## src/rtl/prv32_pkg.sv

```systemverilog
// prv32 shared definitions: ALU codes, register index
// width, forward selects and the ID/EX bundle.
package prv32_pkg;

   localparam int unsigned REG_AW = 5;

   localparam logic [3:0] ALU_ADD   = 4'b0000;
   localparam logic [3:0] ALU_SUB   = 4'b0001;
   localparam logic [3:0] ALU_PASSB = 4'b0011;
   localparam logic [3:0] ALU_OR    = 4'b0100;
   localparam logic [3:0] ALU_AND   = 4'b0101;
   localparam logic [3:0] ALU_XOR   = 4'b0111;
   localparam logic [3:0] ALU_SLL   = 4'b1000;
   localparam logic [3:0] ALU_SRL   = 4'b1001;
   localparam logic [3:0] ALU_SRA   = 4'b1010;
   localparam logic [3:0] ALU_SLT   = 4'b1101;
   localparam logic [3:0] ALU_SLTU  = 4'b1111;

   typedef logic [REG_AW-1:0] reg_idx_t;

   typedef enum logic [1:0] {
      FWD_RF,
      FWD_EXM,
      FWD_WB
   } fwd_sel_e;

   typedef struct packed {
      logic        valid;
      logic [31:0] pc;
      logic [31:0] rs1_data;
      logic [31:0] rs2_data;
      logic [31:0] imm;
      reg_idx_t    rs1_addr;
      reg_idx_t    rs2_addr;
      reg_idx_t    rd_addr;
      logic [3:0]  alufn;
      logic        asel_pc;
      logic        bsel_imm;
      logic        shamt_imm;
      logic        mem_read;
      logic        mem_write;
      logic        reg_write;
   } id_ex_t;

endpackage

```

## src/rtl/prv32_fwd_unit.sv

```systemverilog
// Operand bypass select for one source register.
// EX/MEM wins over MEM/WB; x0 is never bypassed.
module prv32_fwd_unit
   import prv32_pkg::*;
#(
   parameter bit FWD_EN = 1'b1
) (
   input  logic [4:0]  rs_addr_i,
   input  logic [31:0] rs_data_i,
   input  logic        exm_reg_write_i,
   input  logic [4:0]  exm_rd_addr_i,
   input  logic [31:0] exm_result_i,
   input  logic        wb_reg_write_i,
   input  logic [4:0]  wb_rd_addr_i,
   input  logic [31:0] wb_data_i,
   output fwd_sel_e    sel_o,
   output logic [31:0] data_o
);

   logic exm_hit;
   logic wb_hit;

   assign exm_hit = FWD_EN && exm_reg_write_i &&
                    (exm_rd_addr_i != '0) &&
                    (exm_rd_addr_i == rs_addr_i);

   assign wb_hit  = FWD_EN && wb_reg_write_i &&
                    (wb_rd_addr_i != '0) &&
                    (wb_rd_addr_i == rs_addr_i);

   always_comb begin
      sel_o  = FWD_RF;
      data_o = rs_data_i;
      if (exm_hit) begin
         sel_o  = FWD_EXM;
         data_o = exm_result_i;
      end else if (wb_hit) begin
         sel_o  = FWD_WB;
         data_o = wb_data_i;
      end
   end

endmodule

```

## src/rtl/prv32_id_ex_stage.sv

```systemverilog
// ID/EX pipeline register with operand forwarding,
// load-use bubble insertion, flush and hold.
module prv32_id_ex_stage
   import prv32_pkg::*;
#(
   parameter bit FWD_EN = 1'b1
) (
   input  logic        clk,
   input  logic        rst_n,
   input  logic        id_valid,
   input  logic [31:0] id_pc,
   input  logic [31:0] id_rs1_data,
   input  logic [31:0] id_rs2_data,
   input  logic [31:0] id_imm,
   input  logic [4:0]  id_rs1_addr,
   input  logic [4:0]  id_rs2_addr,
   input  logic [4:0]  id_rd_addr,
   input  logic [3:0]  id_alufn,
   input  logic        id_asel_pc,
   input  logic        id_bsel_imm,
   input  logic        id_shamt_imm,
   input  logic        id_mem_read,
   input  logic        id_mem_write,
   input  logic        id_reg_write,
   input  logic        flush,
   input  logic        ex_hold,
   input  logic        exm_reg_write,
   input  logic [4:0]  exm_rd_addr,
   input  logic [31:0] exm_result,
   input  logic        wb_reg_write,
   input  logic [4:0]  wb_rd_addr,
   input  logic [31:0] wb_data,
   output logic        stall_id,
   output logic        ex_valid,
   output logic [31:0] ex_a,
   output logic [31:0] ex_b,
   output logic [4:0]  ex_shamt,
   output logic [3:0]  ex_alufn,
   output logic [31:0] ex_store_data,
   output logic [31:0] ex_pc,
   output logic [4:0]  ex_rd_addr,
   output logic        ex_mem_read,
   output logic        ex_mem_write,
   output logic        ex_reg_write
);

   id_ex_t      ex_q;
   id_ex_t      ex_d;
   id_ex_t      id_pkt;
   logic        load_use;
   logic        kill;
   fwd_sel_e    rs1_sel;
   fwd_sel_e    rs2_sel;
   logic [31:0] rs1_fdata;
   logic [31:0] rs2_fdata;
   logic [31:0] fwd_rs1;
   logic [31:0] fwd_rs2;

   assign ex_valid      = ex_q.valid;
   assign ex_pc         = ex_q.pc;
   assign ex_rd_addr    = ex_q.rd_addr;
   assign ex_alufn      = ex_q.alufn;
   assign ex_mem_read   = ex_q.mem_read  & ex_q.valid;
   assign ex_mem_write  = ex_q.mem_write & ex_q.valid;
   assign ex_reg_write  = ex_q.reg_write & ex_q.valid;

   // Checks rs2 even for rs2-less formats; a rare
   // spurious bubble is cheaper than decoding format.
   assign load_use = ex_valid & ex_mem_read & id_valid &
                     (ex_q.rd_addr != '0) &
                     ((ex_q.rd_addr == id_rs1_addr) |
                      (ex_q.rd_addr == id_rs2_addr));

   assign stall_id = rst_n & (load_use | ex_hold) & ~flush;
   assign kill     = flush | (~ex_hold & load_use);

   always_comb begin
      id_pkt           = '0;
      id_pkt.valid     = id_valid;
      id_pkt.pc        = id_pc;
      id_pkt.rs1_data  = id_rs1_data;
      id_pkt.rs2_data  = id_rs2_data;
      id_pkt.imm       = id_imm;
      id_pkt.rs1_addr  = id_rs1_addr;
      id_pkt.rs2_addr  = id_rs2_addr;
      id_pkt.rd_addr   = id_rd_addr;
      id_pkt.alufn     = id_alufn;
      id_pkt.asel_pc   = id_asel_pc;
      id_pkt.bsel_imm  = id_bsel_imm;
      id_pkt.shamt_imm = id_shamt_imm;
      id_pkt.mem_read  = id_mem_read  & id_valid;
      id_pkt.mem_write = id_mem_write & id_valid;
      id_pkt.reg_write = id_reg_write & id_valid;
   end

   always_comb begin
      ex_d = ex_q;
      if (kill) begin
         ex_d.valid     = 1'b0;
         ex_d.mem_read  = 1'b0;
         ex_d.mem_write = 1'b0;
         ex_d.reg_write = 1'b0;
      end else if (!ex_hold) begin
         ex_d = id_pkt;
      end
   end

   always_ff @(posedge clk) begin
      if (!rst_n) begin
         ex_q <= '0;
      end else begin
         ex_q <= ex_d;
      end
   end

   prv32_fwd_unit #(
      .FWD_EN (FWD_EN)
   ) u_fwd_rs1 (
      .rs_addr_i       (ex_q.rs1_addr),
      .rs_data_i       (ex_q.rs1_data),
      .exm_reg_write_i (exm_reg_write),
      .exm_rd_addr_i   (exm_rd_addr),
      .exm_result_i    (exm_result),
      .wb_reg_write_i  (wb_reg_write),
      .wb_rd_addr_i    (wb_rd_addr),
      .wb_data_i       (wb_data),
      .sel_o           (rs1_sel),
      .data_o          (rs1_fdata)
   );

   prv32_fwd_unit #(
      .FWD_EN (FWD_EN)
   ) u_fwd_rs2 (
      .rs_addr_i       (ex_q.rs2_addr),
      .rs_data_i       (ex_q.rs2_data),
      .exm_reg_write_i (exm_reg_write),
      .exm_rd_addr_i   (exm_rd_addr),
      .exm_result_i    (exm_result),
      .wb_reg_write_i  (wb_reg_write),
      .wb_rd_addr_i    (wb_rd_addr),
      .wb_data_i       (wb_data),
      .sel_o           (rs2_sel),
      .data_o          (rs2_fdata)
   );

   assign fwd_rs1 = (rs1_sel == FWD_RF) ? ex_q.rs1_data
                                        : rs1_fdata;
   assign fwd_rs2 = (rs2_sel == FWD_RF) ? ex_q.rs2_data
                                        : rs2_fdata;

   assign ex_a          = ex_q.asel_pc  ? ex_q.pc  : fwd_rs1;
   assign ex_b          = ex_q.bsel_imm ? ex_q.imm : fwd_rs2;
   assign ex_shamt      = ex_q.shamt_imm ? ex_q.imm[4:0]
                                         : fwd_rs2[4:0];
   assign ex_store_data = fwd_rs2;

endmodule

```

## config.mk

```make
export PLATFORM = sky130hd
export DESIGN_NAME = prv32_id_ex_stage
export DESIGN_NICKNAME = d
export VERILOG_FILES = /design/src/rtl/prv32_pkg.sv /design/src/rtl/prv32_fwd_unit.sv /design/src/rtl/prv32_id_ex_stage.sv
export SDC_FILE = /design/constraint.sdc
export NUM_CORES = 1
export LEC_CHECK = 0
export BUFFER_PORTS_ARGS = -buffer_cell sky130_fd_sc_hd__buf_2
export CAP_MARGIN = 25
export CORE_AREA = 2 2 146 148
export CTS_BUF_LIST = sky130_fd_sc_hd__clkbuf_2 sky130_fd_sc_hd__clkbuf_4 sky130_fd_sc_hd__clkbuf_8
export CTS_CLUSTER_DIAMETER = 200
export DETAILED_ROUTE_END_ITERATION = 10
export DIE_AREA = 0 0 148 150
export GPL_TIMING_DRIVEN = 0
export PLACE_DENSITY_LB_ADDON = 0.25
export SLEW_MARGIN = 40
export SYNTH_ARGS = -nofsm -noshare
export SYNTH_HDL_FRONTEND = slang
export SYNTH_SLANG_ARGS = --single-unit
```

## constraint.sdc

```tcl
create_clock -name clk -period 5.8 [get_ports clk]
set_input_delay 0.29 -clock clk [delete_from_list [all_inputs] [get_ports clk]]
set_output_delay 0.29 -clock clk [all_outputs]
set_load 0.03 [all_outputs]
```

# ---- Word level (Yosys, flattened, before mapping)
# Cells that the tools add are included.
dict set report totals {
  regBits 154
  latch_bits 0
  mem_bits_rw 0
  rom_bits 0
  in_bits 234
  out_inout_bits 147
  wordCells 67
  n_memories 0
}
dict set report classes {
  add_sub_neg 0
  mul 0
  n_div 0
  order_cmp 0
  eq_ne 6
  shift 0
  n_mux 13
  bitwise 20
  n_reduce_logical 13
}
# op n
set ops {}
lappend ops {{32-bit 2-to-1 mux} 8}
lappend ops {{5-bit equality test} 6}
lappend ops {{5-bit nonzero test} 3}
lappend ops {{1-bit bitwise AND} 13}
lappend ops {{2-bit 2-to-1 mux} 4}
lappend ops {{1-bit logical AND} 6}
lappend ops {{5-bit 2-to-1 mux} 1}
lappend ops {{2-bit zero test} 2}
lappend ops {{1-bit inverter} 4}
lappend ops {{1-bit OR} 3}
lappend ops {{2-bit AND reduction} 1}
lappend ops {{2-bit OR reduction} 1}

# ---- Depth between registers and ports, before layout
dict set report logic_depth {
  word_depth 9
  ltp_mapped 8
}

# ---- Cells and area by module
# Synthesis repeated with hierarchy kept, for this count alone.
dict set report unflattened {
  hier_cells 1290
  hier_area_um2 11101.9
}
# module instances cells_each area_each_um2
set modules_own_cells {}
lappend modules_own_cells {prv32_id_ex_stage 1 918 8106.5}
lappend modules_own_cells {prv32_fwd_unit 2 186 1497.7}

# ---- Least setup slack after synthesis
# Ideal clock, no wire load.
dict set report synth_path {
  kind {reg2out}
  startpoint {reg ex_q[21] (netlist bit)}
  endpoint {out ex_a[30]}
  arrival_time_ps 2455
  t_required_ps 5510
  slack_ps 3055
  stages_incl_launch_ff 8
  path_buffers 2
  cell_sequence {dfxtp_1 xor2_1 nor3_1 and3_1 clkbuf_1 clkbuf_1 nor3_1 o41ai_1}
}
dict set report synth_between {
  elab_chain_cells 7
}
# item line
set synth_rtl {}
lappend synth_rtl {{start: declaration} prv32_id_ex_stage.sv:47} ;# id_ex_t ex_q;
lappend synth_rtl {{start signal: assignment} prv32_id_ex_stage.sv:110} ;# ex_q <= '0;
lappend synth_rtl {{start signal: assignment} prv32_id_ex_stage.sv:112} ;# ex_q <= ex_d;
lappend synth_rtl {{5-bit equality test} prv32_fwd_unit.sv:29} ;# (wb_rd_addr_i == rs_addr_i);
lappend synth_rtl {{1-bit logical AND} prv32_fwd_unit.sv:28} ;# (wb_rd_addr_i != '0) &&
lappend synth_rtl {{2-bit 2-to-1 mux} prv32_fwd_unit.sv:37} ;# end else if (wb_hit) begin
lappend synth_rtl {{2-bit 2-to-1 mux} prv32_fwd_unit.sv:34} ;# if (exm_hit) begin
lappend synth_rtl {{2-bit zero test} prv32_id_ex_stage.sv:146} ;# assign fwd_rs1 = (rs1_sel == FWD_RF) ? ex_q.rs1_data
lappend synth_rtl {{32-bit 2-to-1 mux (*)} prv32_id_ex_stage.sv:146}
lappend synth_rtl {{32-bit 2-to-1 mux (*)} prv32_id_ex_stage.sv:151} ;# assign ex_a = ex_q.asel_pc ? ex_q.pc : fwd_rs1;
lappend synth_rtl {{end: declaration} prv32_id_ex_stage.sv:35} ;# output logic [31:0] ex_a,
# Every way passes the cells marked *; elsewhere a longest branch is shown, timed or not.

# ---- Final worst setup path
dict set report layout_path {
  startpoint {reg ex_q[21] (netlist bit)}
  endpoint {out ex_a[22]}
}
# Same word-level chain as after synthesis.

==> metrics.txt <==
outcome complete, no violations; Final GP Congestion just under 1; Post-Synth XOR/XNOR Area under 10%; Tcrit/Tclk final between 60% and 70%; vias in the first global route ~9400; count leader, synth nand2_1; Final Slew Violations 0; Int Power between 0.0015 and 0.002 W; largest net degree at the start of global routing 17; P per Cell Area 230.9 nW/um^2; Combinational Power Share 26.5%; Yosys top cell area share 32.77%; worst min path class in -> reg; post-route antenna net violation count 0; Worst Path Required about 5.5 ns; number of placement rows 53; Clock Skew 0.01503 ns; fmax 284.8 MHz; post-synthesis adder-cell area fraction 0%; Syn Nets about 1400; maximum VDD drop approximately 0.16 mV; switching share of power 34.83%; fraction of registers with async set/reset 0%; post_cts resized 0; reg2reg path depth 8; count of final setup violators 0; GRT Total Usage between 30% and 40%; global-route wire length before repair between 50000 and 60000 um; Max Root-Sink Buffers 2; 1st-pass router iterations 6; commonest cells in the netlist nand2_1 (318), dfxtp_1 (154), mux2i_1 (150); # nets final 1793; overall routed net length about 36000 um; P_sw roughly 0.00097 W; clock root cell clkbuf_8; RSZ-0062 raised after global routing false; initial antenna violation count 5; Worst Hold Launch id_rs2_data[18]; post-synthesis cell count about 1200; syn_area_per_cell 8.109 um^2; critical path class reg -> out; hold_buf cts 0; Die Y about 150 um; Worst-Skew Late Latency ~0.47 ns; Crit. Startpoint ex_q[21]$_SDFFE_PN0P_; Clock transition at path regs around 0.1 ns; total setup buffers inserted after CTS 0; Syn Std Cell Area ~9400 um^2; Fillers about 2000; Seq pwr share approximately two fifths; Seq/Total Area, Yosys between 30% and 40%; Worst EP arrival roughly 3.2 ns; total core area roughly 21000 um^2; via/cell ratio around 5.4; cts bufs inserted 17; mux cell area share after synthesis approximately a fifth; Post-synth EDFFs 0; Max FO, Critical Path 10; Initial Util 45.46%; I/O pins between 300 and 400; max-cap violations 0; Top FF cell, synth dfxtp_1; relative slew slack between 40% and 50%; hold depth 3; clock power share about a third; routed length per instance 19.67 um; largest family of logic cells by synthesized area simple AND/OR/NAND/NOR gates; Synth area leader dfxtp_1; Netlist cell types 47; die area about 22000 um^2; largest cells by area after synthesis dfxtp_1 (33%), mux2i_1 (16%), nand2_1 (13%); crit path launch type register; number of I/O port buffers 380; Leak 5.360 nW; share of layout cells above drive strength 1 about 35%; setup_tns 0 ns; GRT Residual Overflow 0; H-tree depth 4; compound-gate portion of the synthesized area a little under an eighth; hpwl dp 28650 um; worst reg2reg path startpoint ex_rd_addr[4]$_SDFFE_PN0P_; Synth Area in Simple Gates between 20% and 30%; Detailed Route Iter0 Violations ~760; total power about 0.0028 W; final hold vios 0; CTS tree built; CTS Sinks 154; drt drc 0; DIE WIDTH approximately 150 um; Via Count 10075; fin crit period between 3 and 4 ns; Synth Register Bits 154; element type at the critical path end output pin; Syn. warnings 0; measured slew at the worst slew-check pin roughly 0.88 ns; Syn-to-layout area delta 28.49%
-- layout by cell type (no fill, tap or decap), types with 18 or more instances in the layout --
cell,n
nand2_1,318
nand3_1,60
dfxtp_1,154
nor4_1,27
buf_2,387
mux2i_1,150
nor2_1,18
inv_1,29
a31oi_2,20
a32oi_1,29
mux2_2,27
nand3b_1,29
a21oi_1,33
buf_4,47
clkbuf_1,68
o21ai_1,21
-- stage by stage --
step                      hold slack, ns  setup slack (ns)  cell area [um^2]  utilization, %  std cells
after floorplan                   0.4260             3.055              9407               -       1160
after global placement            0.4405             2.667             11650           56.32       1815
after detailed placement          0.4466             2.664             11650           56.33       1815
after CTS                        0.02284             2.312             12070           58.35       1847
after global routing             0.02038             2.083             12090           58.42       1851
final                            0.04213             2.289             12090           58.42       1851
-- logic make-up after synthesis --
kind of cell | Yosys count
DFF | 154
muxes | 177
xor gates and xnor gates | 30
buffers and inverters | 172
AOI/OAI and AO/OA | 147
and+or+nand+nor | 480
-- layer usage --
layer / global-route usage [%] / part of all wire [%]
met5: 0 / 0.036
met4: 12.52 / 3.3
met3: 7.774 / 8.3
met2: 51.90 / 46
met1: 39.66 / 42
-- area by class of cell --
type,instances,area (um^2),share of cell area (%)
Tap cell,275,344.1,2.847
Timing Repair Buffer,380,1902,15.73
Sequential cell,154,3083,25.51
Clock inverter,13,167.7,1.387
Multi-Input combinational cell,834,5351,44.28
Clock buffer,19,249.0,2.060
Antenna cell,4,10.01,0.08282
Inverter,29,108.9,0.9006
Buffer,143,870.8,7.205
-- state kept, by name (all words and copies together) (netlist names) --
| register | cells |
|---|---|
| ex_pc | 32 |
| ex_q | 112 |
| ex_alufn | 4 |
| ex_rd_addr | 5 |
| ex_valid | 1 |
-- worst max-delay path: stages (launching register included) --
cell,delay (ns)
dfxtp_1,0.35
xor2_1,0.17
nor3_1,0.30
and3_1,0.20
clkbuf_1,0.48
clkbuf_1,0.47
a21oi_1,0.14
a32oi_1,0.37
buf_2,0.27
-- final timing paths --
kind,endpoint,slack (ns)
max,ex_a[22],2.29
min,ex_q[75]$_SDFFE_PN0P_,0.04
max reg2reg,ex_q[50]$_SDFFE_PN0P_,3.33
min reg2reg,ex_q[0]$_SDFFE_PP0N_,0.46
-- power by group through the flow --
stage / combinational, W / clock (W) / sequential (W)
finish: 0.000739 / 0.000899 / 0.00115
global route: 0.000784 / 0.000951 / 0.00116
CTS: 0.000734 / 0.000907 / 0.00115
detailed placement: 0.000731 / 0 / 0.00118
global placement: 0.000725 / 0 / 0.00117
floorplan: 0.000467 / 0 / 0.00116
(Power assumes the default switching activity.)
